--- src/rtl/maze_dfs_controller.sv ---
// Depth-first maze solver: probes neighbours through a 1-cycle wall memory,
// keeps taken directions on a stack, then streams the path out.
module maze_dfs_controller #(
   parameter int N  = 16,
   parameter int AW = $clog2(N),
   parameter int SD = N * N
) (
   input  logic          clk,
   input  logic          rst,
   input  logic          start,
   output logic [AW-1:0] mem_row,
   output logic [AW-1:0] mem_col,
   output logic          mem_rd,
   input  logic          mem_wall,
   output logic          busy,
   output logic [AW-1:0] cur_row,
   output logic [AW-1:0] cur_col,
   output logic          path_valid,
   input  logic          path_ready,
   output logic [1:0]    path_dir,
   output logic          path_last,
   output logic          done,
   output logic          fail
);

   localparam int CW = $clog2(SD);

   typedef enum logic [2:0] {
      S_IDLE, S_CHECK, S_EVAL, S_MOVE,
      S_BACK, S_DUMP, S_DONE, S_FAIL
   } state_t;

   state_t        state, state_n;
   logic [AW-1:0] row_n, col_n;
   logic [1:0]    dir, dir_n;
   logic [CW-1:0] sp, sp_n;
   logic [CW-1:0] idx, idx_n;
   logic [SD-1:0] visited;
   logic [1:0]    stack [SD];

   logic [AW-1:0] nb_row, nb_col;
   logic [AW-1:0] bk_row, bk_col;
   logic [CW-1:0] nb_cell;
   logic [1:0]    top;
   logic          oob, blocked, goal;
   logic          push, mark, clear;

   // neighbour in the probe direction, with edge detection (no wrap)
   always_comb begin
      nb_row = cur_row;
      nb_col = cur_col;
      oob    = 1'b0;
      unique case (dir)
         2'd0: if (cur_col == AW'(N-1)) oob = 1'b1;
               else nb_col = cur_col + AW'(1);
         2'd1: if (cur_row == AW'(N-1)) oob = 1'b1;
               else nb_row = cur_row + AW'(1);
         2'd2: if (cur_row == '0) oob = 1'b1;
               else nb_row = cur_row - AW'(1);
         2'd3: if (cur_col == '0) oob = 1'b1;
               else nb_col = cur_col - AW'(1);
      endcase
   end

   assign nb_cell = CW'(nb_row) * CW'(N) + CW'(nb_col);
   assign blocked = oob || visited[nb_cell];
   assign goal    = (nb_row == AW'(N-1)) && (nb_col == AW'(N-1));
   assign top     = stack[sp - CW'(1)];

   // reverse of d is ~d, so undo the popped move by stepping ~top
   always_comb begin
      bk_row = cur_row;
      bk_col = cur_col;
      unique case (~top)
         2'd0: bk_col = cur_col + AW'(1);
         2'd1: bk_row = cur_row + AW'(1);
         2'd2: bk_row = cur_row - AW'(1);
         2'd3: bk_col = cur_col - AW'(1);
      endcase
   end

   always_comb begin
      state_n = state;
      row_n   = cur_row;
      col_n   = cur_col;
      dir_n   = dir;
      sp_n    = sp;
      idx_n   = idx;
      push    = 1'b0;
      mark    = 1'b0;
      clear   = 1'b0;
      mem_rd  = 1'b0;
      unique case (state)
         S_IDLE, S_DONE, S_FAIL: begin
            if (start) begin
               clear   = 1'b1;
               row_n   = '0;
               col_n   = '0;
               dir_n   = 2'd0;
               sp_n    = '0;
               idx_n   = '0;
               state_n = S_CHECK;
            end
         end
         S_CHECK: begin
            if (blocked) begin
               if (dir != 2'd3) dir_n = dir + 2'd1;
               else state_n = S_BACK;
            end else begin
               mem_rd  = 1'b1;
               state_n = S_EVAL;
            end
         end
         S_EVAL: begin
            if (mem_wall) begin
               if (dir != 2'd3) begin
                  dir_n   = dir + 2'd1;
                  state_n = S_CHECK;
               end else begin
                  state_n = S_BACK;
               end
            end else begin
               state_n = S_MOVE;
            end
         end
         S_MOVE: begin
            push  = 1'b1;
            mark  = 1'b1;
            sp_n  = sp + CW'(1);
            row_n = nb_row;
            col_n = nb_col;
            dir_n = 2'd0;
            idx_n = '0;
            state_n = goal ? S_DUMP : S_CHECK;
         end
         S_BACK: begin
            if (sp == '0) begin
               state_n = S_FAIL;
            end else begin
               sp_n  = sp - CW'(1);
               row_n = bk_row;
               col_n = bk_col;
               if (top != 2'd3) begin
                  dir_n   = top + 2'd1;
                  state_n = S_CHECK;
               end
            end
         end
         S_DUMP: begin
            if (path_ready) begin
               idx_n = idx + CW'(1);
               if (path_last) state_n = S_DONE;
            end
         end
         default: state_n = S_IDLE;
      endcase
   end

   always_ff @(posedge clk or posedge rst) begin
      if (rst) begin
         state   <= S_IDLE;
         cur_row <= '0;
         cur_col <= '0;
         dir     <= 2'd0;
         sp      <= '0;
         idx     <= '0;
         visited <= '0;
      end else begin
         state   <= state_n;
         cur_row <= row_n;
         cur_col <= col_n;
         dir     <= dir_n;
         sp      <= sp_n;
         idx     <= idx_n;
         if (clear)
            visited <= {{(SD-1){1'b0}}, 1'b1};
         else if (mark)
            visited[nb_cell] <= 1'b1;
      end
   end

   // stack contents are only meaningful below sp, so no reset needed
   always_ff @(posedge clk) begin
      if (push) stack[sp] <= dir;
   end

   assign mem_row    = mem_rd ? nb_row : '0;
   assign mem_col    = mem_rd ? nb_col : '0;
   assign busy       = (state == S_CHECK) || (state == S_EVAL) ||
                       (state == S_MOVE)  || (state == S_BACK) ||
                       (state == S_DUMP);
   assign done       = (state == S_DONE);
   assign fail       = (state == S_FAIL);
   assign path_valid = (state == S_DUMP);
   assign path_dir   = path_valid ? stack[idx] : 2'd0;
   assign path_last  = path_valid && (idx == sp - CW'(1));

endmodule

--- config.mk ---
export PLATFORM = sky130hd
export DESIGN_NAME = maze_dfs_controller
export DESIGN_NICKNAME = d
export VERILOG_FILES = /design/src/rtl/maze_dfs_controller.sv
export SDC_FILE = /design/constraint.sdc
export NUM_CORES = 2
export LEC_CHECK = 0
export ABC_CLOCK_PERIOD_IN_PS = 24700
export BUFFER_PORTS_ARGS = -buffer_cell sky130_fd_sc_hd__buf_2
export CAP_MARGIN = 20
export CORE_ASPECT_RATIO = 0.8
export CORE_MARGIN = 4
export CORE_UTILIZATION = 40
export CTS_CLUSTER_DIAMETER = 30
export DETAILED_ROUTE_END_ITERATION = 7
export SETUP_SLACK_MARGIN = 0.1
export SYNTH_ARGS = -nofsm -noshare
export SYNTH_HDL_FRONTEND = slang
export SYNTH_SLANG_ARGS = --single-unit
--- constraint.sdc ---
create_clock -name clk -period 24.7 [get_ports clk]
set_input_delay 2.47 -clock clk [delete_from_list [all_inputs] [get_ports clk]]
set_output_delay 2.47 -clock clk [all_outputs]
set_load 0.01 [all_outputs]
# ---- Word level (Yosys, flattened, before mapping)
# Memories as Yosys holds them, arrays and structs flattened.
# Cells that the tools add are included.
dict set report op_classes {
  n_reduce_logical 25
  bitwise_logic 2
  magnitude_cmp 2
  div_mod_pow 0
  shifts 0
  addsub 10
  n_mul 0
  eq_ne 31
  muxes 57
}
# op n
set op_table {}
lappend op_table {{two-way mux 256 bit} 2}
lappend op_table {{bitwise OR 256 bit} 1}
lappend op_table {{one-hot mux 8 bit (3 select lines)} 2}
lappend op_table {{two-way mux 4 bit} 9}
lappend op_table {{one-hot mux 4 bit (2 select lines)} 4}
lappend op_table {{two-way mux 3 bit} 10}
lappend op_table {{two-way mux 8 bit} 3}
lappend op_table {{one-hot mux 4 bit (3 select lines)} 2}
lappend op_table {{one-hot mux 3 bit (6 select lines)} 1}
lappend op_table {{adder 8 x 1 -> 8 bit (second input constant)} 2}
lappend op_table {{equality test 4 bit (second input constant)} 4}
lappend op_table {{two-way mux 2 bit} 7}
lappend op_table {{!= test 2 bit (second input constant)} 7}
lappend op_table {{two-way mux 1 bit} 13}
lappend op_table {{equality test 3 bit (second input constant)} 4}
lappend op_table {{one-hot mux 2 bit (5 select lines)} 1}
lappend op_table {{< comparator 8 x 9 -> 1 bit (second input constant)} 1}
lappend op_table {{adder 4 x 1 -> 4 bit (second input constant)} 2}
lappend op_table {{adder 8 x 4 -> 8 bit} 1}
lappend op_table {{binary-select mux 1 bit (select 8 bit)} 1}
lappend op_table {{demux 1 bit (select 8 bit)} 1}
lappend op_table {{equality test 2 bit (second input constant)} 4}
lappend op_table {{equality test 8 bit} 1}
lappend op_table {{greater-or-equal comparator 8 x 1 -> 1 bit (second input constant)} 1}
lappend op_table {{25 further kinds} 43}
dict set report totals {
  mem_bits_ro 0
  latchBits 0
  ff_bits 285
  output_inout_bits 24
  word_cells 135
  ramBits 512
  inputBits 5
  n_memories 1
}
# memory words width rd rd_clocked_by_memory_dff wr line
set mem_list {}
lappend mem_list {stack 256 2 2 0 1 39} ;# logic [1:0] stack [SD];

# ---- Logic depth before layout (Yosys ltp)
dict set report depth {
  depth_word 11
  depth_mapped 22
  ltp_nobuf 13
}

# ---- Least setup slack after synthesis
# No wires, ideal clock.
dict set report synth_timing {
  path_kind {reg2out}
  startpoint {reg dir[0]}
  endpoint {out mem_col[0]}
  t_arrival_ns 7.078
  stages_incl_launch_ff 16
  t_required_ns 22.230
  n_path_buf 3
  setup_slack_ns 15.152
  cell_sequence {dfrtp_1 inv_1 ha_1 buf_2 clkbuf_1 nand4b_1 nand3_4 buf_2 a221oi_1 a211oi_1 o41a_1 a31oi_1 nand4_1 nor4_4 nand2_2 nor2_1}
}
dict set report synth_between {
  elab_chain_len 9
  elab_cells_between_ends 14
  cone_classes {1 x add/sub; 3 x eq/ne; 8 x mux; 2 x reduce/logical}
}
# element line
set synth_rtl {}
lappend synth_rtl {{from (decl)} 35} ;# logic [1:0] dir, dir_n;
lappend synth_rtl {{from (signal assigned)} 172} ;# dir <= dir_n;
lappend synth_rtl {{equality test 2 bit, or another cell as far along} 53} ;# unique case (dir)
lappend synth_rtl {{one-hot mux 4 bit (2 select lines)} 53}
lappend synth_rtl {{adder 8 x 4 -> 8 bit} 65} ;# assign nb_cell = CW'(nb_row) * CW'(N) + CW'(nb_col);
lappend synth_rtl {{binary-select mux 1 bit (select 8 bit)} 66} ;# assign blocked = oob || visited[nb_cell];
lappend synth_rtl {{two-way mux 1 bit (not written as such)} 66}
lappend synth_rtl {{logical OR 1 bit} 66}
lappend synth_rtl {{two-way mux 1 bit} 106} ;# if (blocked) begin
lappend synth_rtl {{two-way mux 1 bit} 93} ;# unique case (state)
lappend synth_rtl {{two-way mux 4 bit *} 188} ;# assign mem_col = mem_rd ? nb_col : '0;
lappend synth_rtl {{to (decl)} 12} ;# output logic [AW-1:0] mem_col,
# Mark *: on every way between the ends. The rest lies on a longest branch, timed or not. The select of a mux whose other input is x is not followed.

# ---- Worst setup path in the final report
dict set report layout_timing {
  startpoint {reg dir[0]}
  endpoint {out mem_col[3]}
}
# The elaborated chain is that of the path after synthesis.

==> impl_metrics.json <==
{
  "antenna_found_initial": 3,
  "tns_ns": 0,
  "drt_iter0_markers": 4468,
  "clock_latency_ns": 0.74,
  "dieHeight_um": 291,
  "setup_slack_ns": 14.99,
  "combPwrFrac": 0.380,
  "postLayoutCoreUtil": 0.477,
  "worstPathArrival_ns": 7.24,
  "hold_ws_ns": 0.478,
  "die_area_um2": 105000,
  "fmax_ghz": 0.103,
  "r2r_start": "dir[0]$_DFFE_PP0P_",
  "powerDensity_nw_per_um2": 133,
  "yosys_warnings": 0,
  "fillers": 8634,
  "grt.busiest_layer": "met1",
  "viasPerCell": 6.25,
  "ys_async_sr_fraction": 0.358,
  "relSlewSlack": 0.234,
  "clock_tree.root_cell": "clkbuf_16",
  "gr-usage-met2": 0.329,
  "core_area_um2": 98800,
  "initial_core_util": 0.404,
  "io_buffer_count": 28,
  "min_path_type": "register to register",
  "ys_types": 95,
  "grt_pass1_vias": 28600,
  "grt_use_total": 0.233,
  "cts_hold_buf": 0,
  "synth_ff_type": "edfxtp_1",
  "tightest_slew_ns": 1.15,
  "min_path_cells": 1,
  "cap_violations": 0,
  "rsz0062_at_grt": "false",
  "cp_max_fo": 91,
  "ys_ff_latch": 797,
  "placed_cells": 4449,
  "crit_path_start_kind": "register",
  "grt_max_degree": 107,
  "pre_cts_ws_ns": 15.77,
  "power.internal_mw": 3.90,
  "wl_um": 125000,
  "p_clk_frac": 0.358,
  "period_share": 0.393,
  "fp.dieW_um": 361,
  "period_minus_slack_ns": 9.71,
  "reg2reg_slack_ns": 18.12,
  "cts_resized": 0,
  "end_kind": "output port",
  "drv_slew": 0,
  "fin_cells": 4757,
  "reg2reg_to": "state[1]$_DFFE_PP0P_",
  "critPathRequiredTime_ns": 22.23,
  "postCtsSetupBuffers": 0,
  "syn_area_per_cell_um2": 12.1,
  "rows": 103,
  "synth_edf_count": 512,
  "synth_fp_nets": 3329,
  "vias": 29700,
  "fin_area_um2": 47200,
  "tritoncts": "built",
  "grt_use_met1": 0.351,
  "drc_errors": 0,
  "ios": 29,
  "synth_area_um2": 39900,
  "syn_to_final_growth_pct": 18.2,
  "status": "complete, no violations",
  "r2r_cells": 15,
  "power_frac_seq": 0.263,
  "setup_viol": 0,
  "finalNetCount": 3326,
  "grt_pass1_wl_um": 187000,
  "cts_max_level": 4,
  "grt.met3_usage": 0.0632,
  "grt_overflow": 0,
  "placed_cell_area_um2": 41400,
  "cts.sinks": 797,
  "routedWlPerCell_um": 26.2,
  "hold_violations": 0,
  "finalPower_mw": 6.29,
  "switching_share": 0.380,
  "cts_buffer_depth": 3,
  "drive_gt1_frac": 0.202,
  "cts.clk_slew.worst_paths_ns": 0.04,
  "hpwl_um": 74500,
  "finalClockSkew_ns": 0.0369,
  "first_pass_iters": 6,
  "synth_cells": 3308,
  "numCtsBuffers": 163,
  "ir_drop_mv": 0.0923,
  "hold_end": "visited[0]$_DFFE_PP0P_",
  "antenna_left": 0,
  "crit_type": "register to output port",
  "place_congestion": 0.873,
  "p_sw_mw": 2.39,
  "yosysSeqAreaShare": 0.564,
  "min_from": "visited[0]$_DFFE_PP0P_",
  "p_leak_nw": 16.9
}
[layout make-up]
type / instances / area (um^2) / share of cell area
Clock buffer: 197 / 4400 / 0.0932
Multi-Input combinational cell: 2209 / 16400 / 0.347
Antenna cell: 1 / 2.50 / 0.0000530
Sequential cell: 797 / 22500 / 0.477
Timing Repair Buffer: 112 / 800 / 0.0169
Tap cell: 1312 / 1640 / 0.0348
Inverter: 22 / 90.1 / 0.00191
Clock inverter: 107 / 1340 / 0.0283
[synth_stat cells (6+ instances only)]
master | number | area, um^2
a32oi_1 | 6 | 52.6
dfrtp_1 | 285 | 7130
mux4_2 | 220 | 4950
xnor2_1 | 7 | 61.3
o221ai_1 | 34 | 298
edfxtp_1 | 512 | 15400
inv_1 | 19 | 71.3
o22ai_1 | 46 | 288
nor3_1 | 20 | 100
nand4_1 | 8 | 50.1
nor4_1 | 8 | 50.1
ha_1 | 16 | 200
o31a_1 | 7 | 61.3
a22o_1 | 7 | 61.3
nor2b_1 | 12 | 75.1
a221oi_1 | 25 | 219
a31oi_1 | 11 | 68.8
nor2_1 | 590 | 2210
clkbuf_1 | 205 | 769
and2_1 | 8 | 50.1
buf_1 | 42 | 158
nand2_1 | 213 | 800
and3_1 | 31 | 194
a21oi_1 | 399 | 2000
o31ai_1 | 8 | 60.1
buf_2 | 29 | 145
o21ai_0 | 78 | 390
mux2_2 | 34 | 383
mux2i_1 | 155 | 1550
a211oi_1 | 47 | 353
xor2_1 | 9 | 78.8
nand3_1 | 71 | 355
a22oi_1 | 19 | 143
[state kept, by name, summed over array words and instances, names as in the netlist]
name,cells
cur_col,4
cur_row,4
idx,8
stack,512
sp,8
state,3
visited,256
dir,2
[critical path: stages, from the launching register on]
cell and delay (ns):
dfrtp_4 0.99, inv_1 0.25, ha_1 0.65, nor2_1 0.27
o311ai_2 0.12, buf_4 0.25, nand3_4 0.57, buf_4 0.79
mux2i_1 0.31, a32oi_1 0.07, and3_1 0.20, nor4_1 0.56
o2111ai_1 0.29, nor4_4 0.47, nand2_2 0.30, nor2_1 0.15
buf_2 0.15
[per-layer routing]
| layer | wire (um) | vias up |
|---|---|---|
| li1 | - | 12600 |
| met4 | 3280 | 0 |
| met2 | 53300 | 1728 |
| met1 | 54300 | 15100 |
| met5 | 0 | - |
| met3 | 13800 | 275 |
[cells by family (layout without fill, tap and decap cells)]
| kind of cell | count (synthesis) | after routing | share of synthesized area |
|---|---|---|---|
| flip-flops | 797 | 797 | 0.564 |
| AO/OA/AOI/OAI | 766 | 766 | 0.118 |
| multiplexers | 410 | 410 | 0.173 |
| AND/OR/NAND/NOR | 1000 | 1000 | 0.106 |
| buffers and inverters | 302 | 438 | 0.0297 |
| adder cells (fa/ha/maj) | 16 | 16 | 0.00502 |
| XOR/XNOR | 17 | 17 | 0.00392 |
| other | 0 | 1 | 0 |
[power groups by stage]
| stage | clock network (mW) | logic, mW | registers, mW |
|---|---|---|---|
| global route | 2.35 | 2.53 | 1.66 |
| detailed placement | 0 | 2.34 | 1.67 |
| global placement | 0 | 2.33 | 1.67 |
| finish | 2.25 | 2.39 | 1.65 |
| floorplan | 0 | 1.66 | 1.64 |
| CTS | 2.27 | 2.35 | 1.65 |
[how the worst max path moves through the flow]
stage	from	end	slack, ns	depth (start not counted)
2_1_floorplan	rst	cur_col[0]$_DFFE_PP0P_	14.37	1
3_3_place_gp	dir[0]$_DFFE_PP0P_	mem_col[3]	15.96	16
3_5_place_dp	dir[0]$_DFFE_PP0P_	mem_col[2]	15.77	16
4_1_cts	dir[0]$_DFFE_PP0P_	mem_row[2]	14.93	16
5_1_grt	dir[0]$_DFFE_PP0P_	mem_col[1]	14.44	16
6_report	dir[0]$_DFFE_PP0P_	mem_col[3]	14.99	16
[placed cells by master, fill, tap and decap left out, types with 78 or more instances in the layout]
cell and count:
dfrtp_1 278, nand2_1 213, edfxtp_1 512, mux2i_1 154, o21ai_0 78, a21oi_1 399
nor2_1 583, mux4_2 220, buf_4 80, clkbuf_16 165
No activity file was read; power rests on OpenSTA's default activity.
